[config.mk]
export PLATFORM = sky130hd
export DESIGN_NAME = prim_decoder_4to16_pipe
export DESIGN_NICKNAME = d
export VERILOG_FILES = /design/src/rtl/prim_pkg.sv /design/src/rtl/prim_decoder_3to8.sv /design/src/rtl/prim_decoder_4to16.sv /design/src/rtl/prim_decoder_4to16_pipe.sv
export SDC_FILE = /design/constraint.sdc
export NUM_CORES = 1
export LEC_CHECK = 0
export ABC_AREA = 1
export CAP_MARGIN = 20
export CORE_MARGIN = 10
export CORE_UTILIZATION = 47
export CTS_BUF_LIST = sky130_fd_sc_hd__clkbuf_4 sky130_fd_sc_hd__clkbuf_8
export CTS_CLUSTER_SIZE = 14
export DETAILED_ROUTE_END_ITERATION = 7
export HOLD_SLACK_MARGIN = 0.06
export MAX_ROUTING_LAYER = met4
export PLACE_DENSITY = 0.88
export SLEW_MARGIN = 20
export SYNTH_ARGS = -nofsm -noshare
export SYNTH_HDL_FRONTEND = slang
export SYNTH_SLANG_ARGS = --single-unit
[constraint.sdc]
create_clock -name i_clk -period 2 [get_ports i_clk]
set_clock_uncertainty 0.15 [all_clocks]
set_input_delay 0.4 -clock i_clk [delete_from_list [all_inputs] [get_ports i_clk]]
set_output_delay 0.4 -clock i_clk [all_outputs]
set_load 0.02 [all_outputs]
[src/rtl/prim_pkg.sv]
// Shared types for the primitive decoder/encoder family: decoded entry layout,
// skid-buffer state encoding and the fixed decoded-vector width.
package prim_pkg;

   localparam int DEC_OUT_W = 16;

   typedef struct packed {
      logic [DEC_OUT_W-1:0] onehot;
      logic [3:0]           idx;
   } dec_entry_t;

   typedef enum logic [1:0] {
      EMPTY = 2'd0,
      ONE   = 2'd1,
      FULL  = 2'd2
   } skid_state_e;

endpackage

[src/rtl/prim_decoder_3to8.sv]
// Combinational 3-to-8 one-hot decoder with enable; all-zero output when disabled.
module prim_decoder_3to8 (
   input  logic [2:0] i_bin,
   input  logic       i_en,
   output logic [7:0] o_dec
);

   assign o_dec = i_en ? (8'd1 << i_bin) : 8'd0;

endmodule

[src/rtl/prim_decoder_4to16.sv]
// Combinational 4-to-16 one-hot decoder built from two 3-to-8 halves; the
// top index bit selects which half is enabled.
module prim_decoder_4to16
   import prim_pkg::*;
(
   input  logic [3:0]           i_bin,
   input  logic                 i_en,
   output logic [DEC_OUT_W-1:0] o_dec
);

   logic en_lo;
   logic en_hi;

   assign en_lo = i_en & ~i_bin[3];
   assign en_hi = i_en &  i_bin[3];

   prim_decoder_3to8 u_dec_lo (
      .i_bin (i_bin[2:0]),
      .i_en  (en_lo),
      .o_dec (o_dec[7:0])
   );

   prim_decoder_3to8 u_dec_hi (
      .i_bin (i_bin[2:0]),
      .i_en  (en_hi),
      .o_dec (o_dec[15:8])
   );

endmodule

[src/rtl/prim_decoder_4to16_pipe.sv]
// Registered 4-to-16 one-hot decoder with valid/ready on both sides and a
// 2-entry skid stage. Optional sticky delivered-vector mask: PRIM_DEC_STICKY_EN.
module prim_decoder_4to16_pipe
   import prim_pkg::*;
#(
   parameter int ADDR_W = 4
) (
   input  logic                   i_clk,
   input  logic                   i_rst,
   input  logic                   i_vld,
   output logic                   o_rdy,
   input  logic [ADDR_W-1:0]      i_idx,
   input  logic                   i_en,
   output logic                   o_vld,
   input  logic                   i_rdy,
   output logic [2**ADDR_W-1:0]   o_onehot,
   output logic [ADDR_W-1:0]      o_idx,
   input  logic                   i_clr,
   output logic [2**ADDR_W-1:0]   o_mask
);

   localparam int OUT_W = 2**ADDR_W;

   localparam logic [1:0] ST_EMPTY = EMPTY;
   localparam logic [1:0] ST_ONE   = ONE;
   localparam logic [1:0] ST_FULL  = FULL;

   logic [DEC_OUT_W-1:0] dec_p0;
   dec_entry_t           entry_p0;

   logic [1:0]  state_p1;
   logic [1:0]  state_nxt;
   logic        vld_p1;
   logic        rdy_p1;
   dec_entry_t  out_p1;
   dec_entry_t  skid_p1;

   logic in_xfer;
   logic out_xfer;
   logic load_out;
   logic load_skid;
   logic skid_to_out;

   // Stage 0: decode at the input so every captured vector is already one-hot
   prim_decoder_4to16 u_dec (
      .i_bin (i_idx),
      .i_en  (i_en),
      .o_dec (dec_p0)
   );

   assign entry_p0 = '{onehot: dec_p0, idx: i_idx};

   assign in_xfer  = i_vld & rdy_p1;
   assign out_xfer = vld_p1 & i_rdy;

   always_comb begin
      state_nxt   = state_p1;
      load_out    = 1'b0;
      load_skid   = 1'b0;
      skid_to_out = 1'b0;
      case (state_p1)
         ST_EMPTY: begin
            if (in_xfer) begin
               load_out  = 1'b1;
               state_nxt = ST_ONE;
            end
         end
         ST_ONE: begin
            if (in_xfer && out_xfer) begin
               load_out = 1'b1;
            end else if (out_xfer) begin
               state_nxt = ST_EMPTY;
            end else if (in_xfer) begin
               load_skid = 1'b1;
               state_nxt = ST_FULL;
            end
         end
         ST_FULL: begin
            if (out_xfer) begin
               skid_to_out = 1'b1;
               state_nxt   = ST_ONE;
            end
         end
         default: state_nxt = ST_EMPTY;
      endcase
   end

   // Stage 1: output and skid registers; ready is registered from the next state
   always_ff @(posedge i_clk) begin
      if (i_rst) begin
         state_p1 <= ST_EMPTY;
         vld_p1   <= 1'b0;
         rdy_p1   <= 1'b1;
         out_p1   <= '0;
      end else begin
         state_p1 <= state_nxt;
         vld_p1   <= (state_nxt != ST_EMPTY);
         rdy_p1   <= (state_nxt != ST_FULL);
         if (load_out) begin
            out_p1 <= entry_p0;
         end else if (skid_to_out) begin
            out_p1 <= skid_p1;
         end
      end
   end

   // The skid entry is only ever read after being written, so it needs no reset
   always_ff @(posedge i_clk) begin
      if (load_skid) begin
         skid_p1 <= entry_p0;
      end
   end

   assign o_vld    = vld_p1;
   assign o_rdy    = rdy_p1;
   assign o_onehot = out_p1.onehot;
   assign o_idx    = out_p1.idx;

`ifdef PRIM_DEC_STICKY_EN
   logic [OUT_W-1:0] mask_p2;

   // Stage 2: clear wins over accumulation but still keeps a same-cycle delivery
   always_ff @(posedge i_clk) begin
      if (i_rst) begin
         mask_p2 <= '0;
      end else if (i_clr) begin
         mask_p2 <= out_xfer ? out_p1.onehot : '0;
      end else if (out_xfer) begin
         mask_p2 <= mask_p2 | out_p1.onehot;
      end
   end

   assign o_mask = mask_p2;
`else
   logic unused_clr;

   assign unused_clr = i_clr;
   assign o_mask     = {OUT_W{1'b0}};
`endif

endmodule
# Word-level counts from Yosys, hierarchy flattened
# Index checks and enable logic that the tools add are counted.
[word_totals]
out_inout_bits = 38
ff_bits = 44
[classes]
n_shift = 1
muxes = 18
eq_ne = 3
bitwise = 5
reduce_logical = 4
[ops]
columns = ["op", "n"]
rows = [
  ["two-way mux 20 bit", 2],
  ["two-way mux 8 bit", 2],
  ["two-way mux 2 bit", 5],
  ["<< shifter 1 x 3 -> 8 bit, first input constant", 1],
  ["two-way mux 1 bit", 7],
  ["one-hot mux 2 bit (3 select lines)", 1],
  ["bitwise AND 1 bit", 4],
  ["nonzero test 2 bit", 2],
  ["equality test 2 x 1 -> 1 bit, second input constant", 1],
  ["equality test 2 bit, second input constant", 1],
  ["logical NOT 2 bit", 1],
  ["inequality test 2 bit, second input constant", 1],
  ["one-hot mux 1 bit (2 select lines)", 1],
  ["logical AND 1 bit", 1],
  ["inverter 1 bit", 1],
]

# Depth between registers and ports, before layout
[logic_depth]
depth_word = 6
depth_mapped = 7

# Modules after synthesis
# A second synthesis with hierarchy kept.
[hier_totals]
hier_cells = 256
area_unflattened_um2 = 2329.7
[modules_own_cells]
columns = ["module", "area_each_um2", "seq_area_each_um2", "cells_each", "n_inst"]
rows = [
  ["prim_decoder_4to16_pipe", 2184.6, 1081.0, 218, 1],
  ["prim_decoder_3to8", 63.8, 0.0, 17, 2],
  ["prim_decoder_4to16", 17.5, 0.0, 4, 1],
]

# Worst setup path before layout
# Ideal clock, no wire load.
[synth_path]
path_kind = "reg2reg"
start = "register rdy_p1, in the netlist o_rdy"
end = "register skid_p1[0] (netlist bit), enable pin"
path_slack_ns = -0.047
stages_incl_launch_ff = 3
t_arrival_ns = 1.500
required_time_ns = 1.453
setup_ns = 0.397
path_cell_list = "dfxtp_1 > nand3_2 > nor2_1"
[synth_between]
elab_chain_len = 5
elab_cells_between_ends = 6
classes_between = "mux (4); bitwise (1); reduce/logical (1)"
[synth_rtl]
columns = ["element", "line", "text"]
rows = [
  ["from (decl)", "prim_decoder_4to16_pipe.sv:34", "logic rdy_p1;"],
  ["from (signal assigned)", "prim_decoder_4to16_pipe.sv:98", "rdy_p1 <= (state_nxt != ST_FULL);"],
  ["bitwise AND 1 bit *", "prim_decoder_4to16_pipe.sv:53", "assign in_xfer = i_vld & rdy_p1;"],
  ["two-way mux 1 bit", "prim_decoder_4to16_pipe.sv:73", "end else if (in_xfer) begin"],
  ["two-way mux 1 bit", "prim_decoder_4to16_pipe.sv:71", "end else if (out_xfer) begin"],
  ["two-way mux 1 bit *", "prim_decoder_4to16_pipe.sv:69", "if (in_xfer && out_xfer) begin"],
  ["two-way mux 1 bit *", "prim_decoder_4to16_pipe.sv:61", "case (state_p1)"],
  ["net load_skid", "prim_decoder_4to16_pipe.sv:41", "logic load_skid;"],
  ["to (signal assigned)", "prim_decoder_4to16_pipe.sv:110", "skid_p1 <= entry_p0;"],
  ["to (decl)", "prim_decoder_4to16_pipe.sv:36", "dec_entry_t skid_p1;"],
]
# The timed path passes the listed nets; every way through them passes the cells marked *.
# A chain may end at the register's enable or synchronous reset.

# Final worst setup path
[layout_path]
start = "register vld_p1, in the netlist o_vld"
end = "output o_vld"
[layout_rtl]
columns = ["element", "line", "text"]
rows = [
  ["from (decl)", "prim_decoder_4to16_pipe.sv:33", "logic vld_p1;"],
  ["from (signal assigned)", "prim_decoder_4to16_pipe.sv:97", "vld_p1 <= (state_nxt != ST_EMPTY);"],
  ["to (decl)", "prim_decoder_4to16_pipe.sv:14", "output logic o_vld,"],
]
# No word-level cell between the ends.

==> flow_summary.json <==
{
  "status": "complete, no violations",
  "ff_latch_area_um2": 1080,
  "nNetsFinal": 307,
  "path_max_fanout": 3,
  "cts_resized": 0,
  "grt_start_max_net_pins": 26,
  "final_hold_viol_count": 0,
  "post-route-drc-count": 0,
  "place_congestion": 0.865,
  "grt_use_total": 0.131,
  "finalCoreUtilization": 0.591,
  "viasPerCell": 4.91,
  "cp-end-kind": "output port",
  "rsz0062_at_grt": "false",
  "num_rows": 24,
  "period_share": 0.928,
  "synthCells": 263,
  "min_path_cells": 2,
  "dp_hpwl_mm": 3.52,
  "p_int_w": 0.00160,
  "antenna_found_initial": 0,
  "setup-tns-final_ps": 0,
  "final_cell_mix": "nand2_1, nand3_1, clkdlybuf4s50_1",
  "dp_slack_ps": 104,
  "cp_top_family": "buffers and inverters",
  "ys_ff_latch": 44,
  "maxCapViolCount": 0,
  "synthFlopType": "dfxtp_1",
  "grt_pass1_wl_mm": 7.96,
  "drt-total-wl_mm": 4.69,
  "cpMaxStageDelayCell": "clkdlybuf4s50_1",
  "async_reset_ff_frac": 0,
  "holdPathEnd": "o_idx[0]$_SDFFE_PP0P_",
  "numCtsBuffers": 5,
  "slowest_delay_ps": 630,
  "hp-start": "o_idx[0]$_SDFFE_PP0P_",
  "synth-edff-count": 20,
  "combPwrFrac": 0.243,
  "die_y_um": 88.8,
  "die_area_um2": 7890,
  "holdWs_ps": 334,
  "powerDensity_nw_per_um2": 850,
  "path_buf_inv": 1,
  "yosysWarnings": 0,
  "grt_pass1_vias": 1711,
  "path_clk_slew_ps": 80,
  "synth_cell_types": 20,
  "final_cell_area_um2": 2650,
  "core_area_um2": 4470,
  "layout_commonest_cell": "nand2_1",
  "first_pass_iters": 4,
  "cts_num_sinks": 44,
  "io_pins": 48,
  "initialDrtViolationCount": 208,
  "num_vias": 1717,
  "post_cts_buffers": 0,
  "max-vdd-ir-drop_v": 0.000556,
  "wire_per_inst_um": 13.4,
  "clockRootBuffer": "clkbuf_8",
  "p_switching_w": 0.000646,
  "critPathLaunchType": "register",
  "worstPathRequired_ps": 1450,
  "start_util": 0.497,
  "area_growth_pct": 18.9,
  "reg2reg_to": "o_idx[0]$_SDFFE_PP0P_",
  "path_class": "register to output port",
  "pwr-share-clk": 0.290,
  "multi_input_area_um2": 847,
  "drive_above_1_share": 0.151,
  "syn_area_um2": 2220,
  "drv_slew": 0,
  "cts_buffer_depth": 2,
  "arrival_ps": 1310,
  "cp_cell_sequence": "clkdlybuf4s50_1",
  "fp.dieW_um": 88.8,
  "layout_min_cycle_time_ps": 1860,
  "r2r_setup_slack_ps": 580,
  "p_sw_frac": 0.287,
  "ant_nets": 0,
  "setup_viol": 0,
  "hold_buffers": 0,
  "port_buffers": 30,
  "setup_ws_ps": 143,
  "worstRegToRegCells": 6,
  "r2r-start": "state_p1[1]$_SDFF_PP0_",
  "syn-mean-instance-area_um2": 8.46,
  "hold_path_class": "register to register",
  "worstSkewPairLatency_ps": 300,
  "tritoncts": "yes",
  "grt_overflow": 0,
  "ys_seq_area_frac": 0.486,
  "htreeDepth": 2,
  "nFillCells": 399,
  "pwr-share-seq": 0.467,
  "antennaDiodeCount": 0,
  "place_area_um2": 2540,
  "max_freq_ghz": 0.539,
  "p_leak_nw": 1.22
}
## state kept, by name (all words and copies together), names as in the netlist
| register | count |
|---|---|
| o_idx | 4 |
| o_onehot | 16 |
| o_rdy | 1 |
| o_vld | 1 |
| skid_p1 | 20 |
| state_p1 | 2 |
## area by class of cell
class                      instances  area share
clock buffer                       5      0.0260
timing repair buffer              40       0.161
clock inverter                     3      0.0142
tap                               52      0.0246
sequential                        44       0.409
inverter                          32      0.0454
multi-input combinational        174       0.320
## worst register-to-register path, delay by kind of cell, from the launching register on
kind / cells / cell delay [ps]
AO/OA/AOI/OAI: 1 / 110
AND/OR/NAND/NOR: 4 / 700
flip-flops: 1 / 350
buffers and inverters: 1 / 70
## Yosys cell counts (3+ instances only)
cell type / count / area, um2
nand2_1: 59 / 221
inv_1: 27 / 101
buf_6: 6 / 67.6
nand2_2: 3 / 18.8
a21oi_1: 7 / 35.0
nand3_1: 48 / 240
buf_4: 20 / 150
a21oi_2: 14 / 123
edfxtp_1: 20 / 601
nand3_2: 3 / 30.0
dfxtp_1: 24 / 480
inv_2: 4 / 15.0
nor2_1: 19 / 71.3
## routing by layer
| layer | GRT usage | routed length, um | vias to the layer above |
|---|---|---|---|
| met5 | - | 0 | - |
| met4 | 0.0514 | 42 | 0 |
| met3 | 0.0294 | 263 | 4 |
| met2 | 0.217 | 2400 | 54 |
| met1 | 0.151 | 1980 | 779 |
| li1 | - | - | 880 |
## worst max-delay path by stage
stage	from	endpoint	slack, ps	cells after the start
floorplan	o_rdy$_SDFF_PP1_	skid_p1[0]$_DFFE_PP_	280	2
global route	o_vld$_SDFF_PP0_	o_vld	100	1
global placement	i_en	o_onehot[0]$_SDFFE_PP0P_	150	7
finish	o_vld$_SDFF_PP0_	o_vld	140	1
CTS	o_vld$_SDFF_PP0_	o_vld	120	1
detailed placement	i_idx[0]	o_onehot[5]$_SDFFE_PP0P_	100	7
## through the flow
step                      cells  power, W
after floorplan             278   0.00144
after global placement      342   0.00161
after detailed placement    342   0.00162
after CTS                   350   0.00227
after global routing        350   0.00236
final                       350   0.00225
## logic make-up after synthesis
kind of cell    count (synthesis)  synth area share
compound gates                 22            0.0731
buf+inv                        60             0.160
flops                          44             0.486
other cells                     1           0.00169
simple gates                  136             0.280
## power groups by stage
stage                     combinational, W  clock (W)  sequential [W]
after floorplan                   0.000311          0         0.00113
after global placement            0.000537          0         0.00107
after detailed placement          0.000547          0         0.00107
after CTS                         0.000550   0.000670         0.00105
after global routing              0.000604   0.000694         0.00106
final                             0.000546   0.000652         0.00105
No activity file was read; power rests on OpenSTA's default activity.
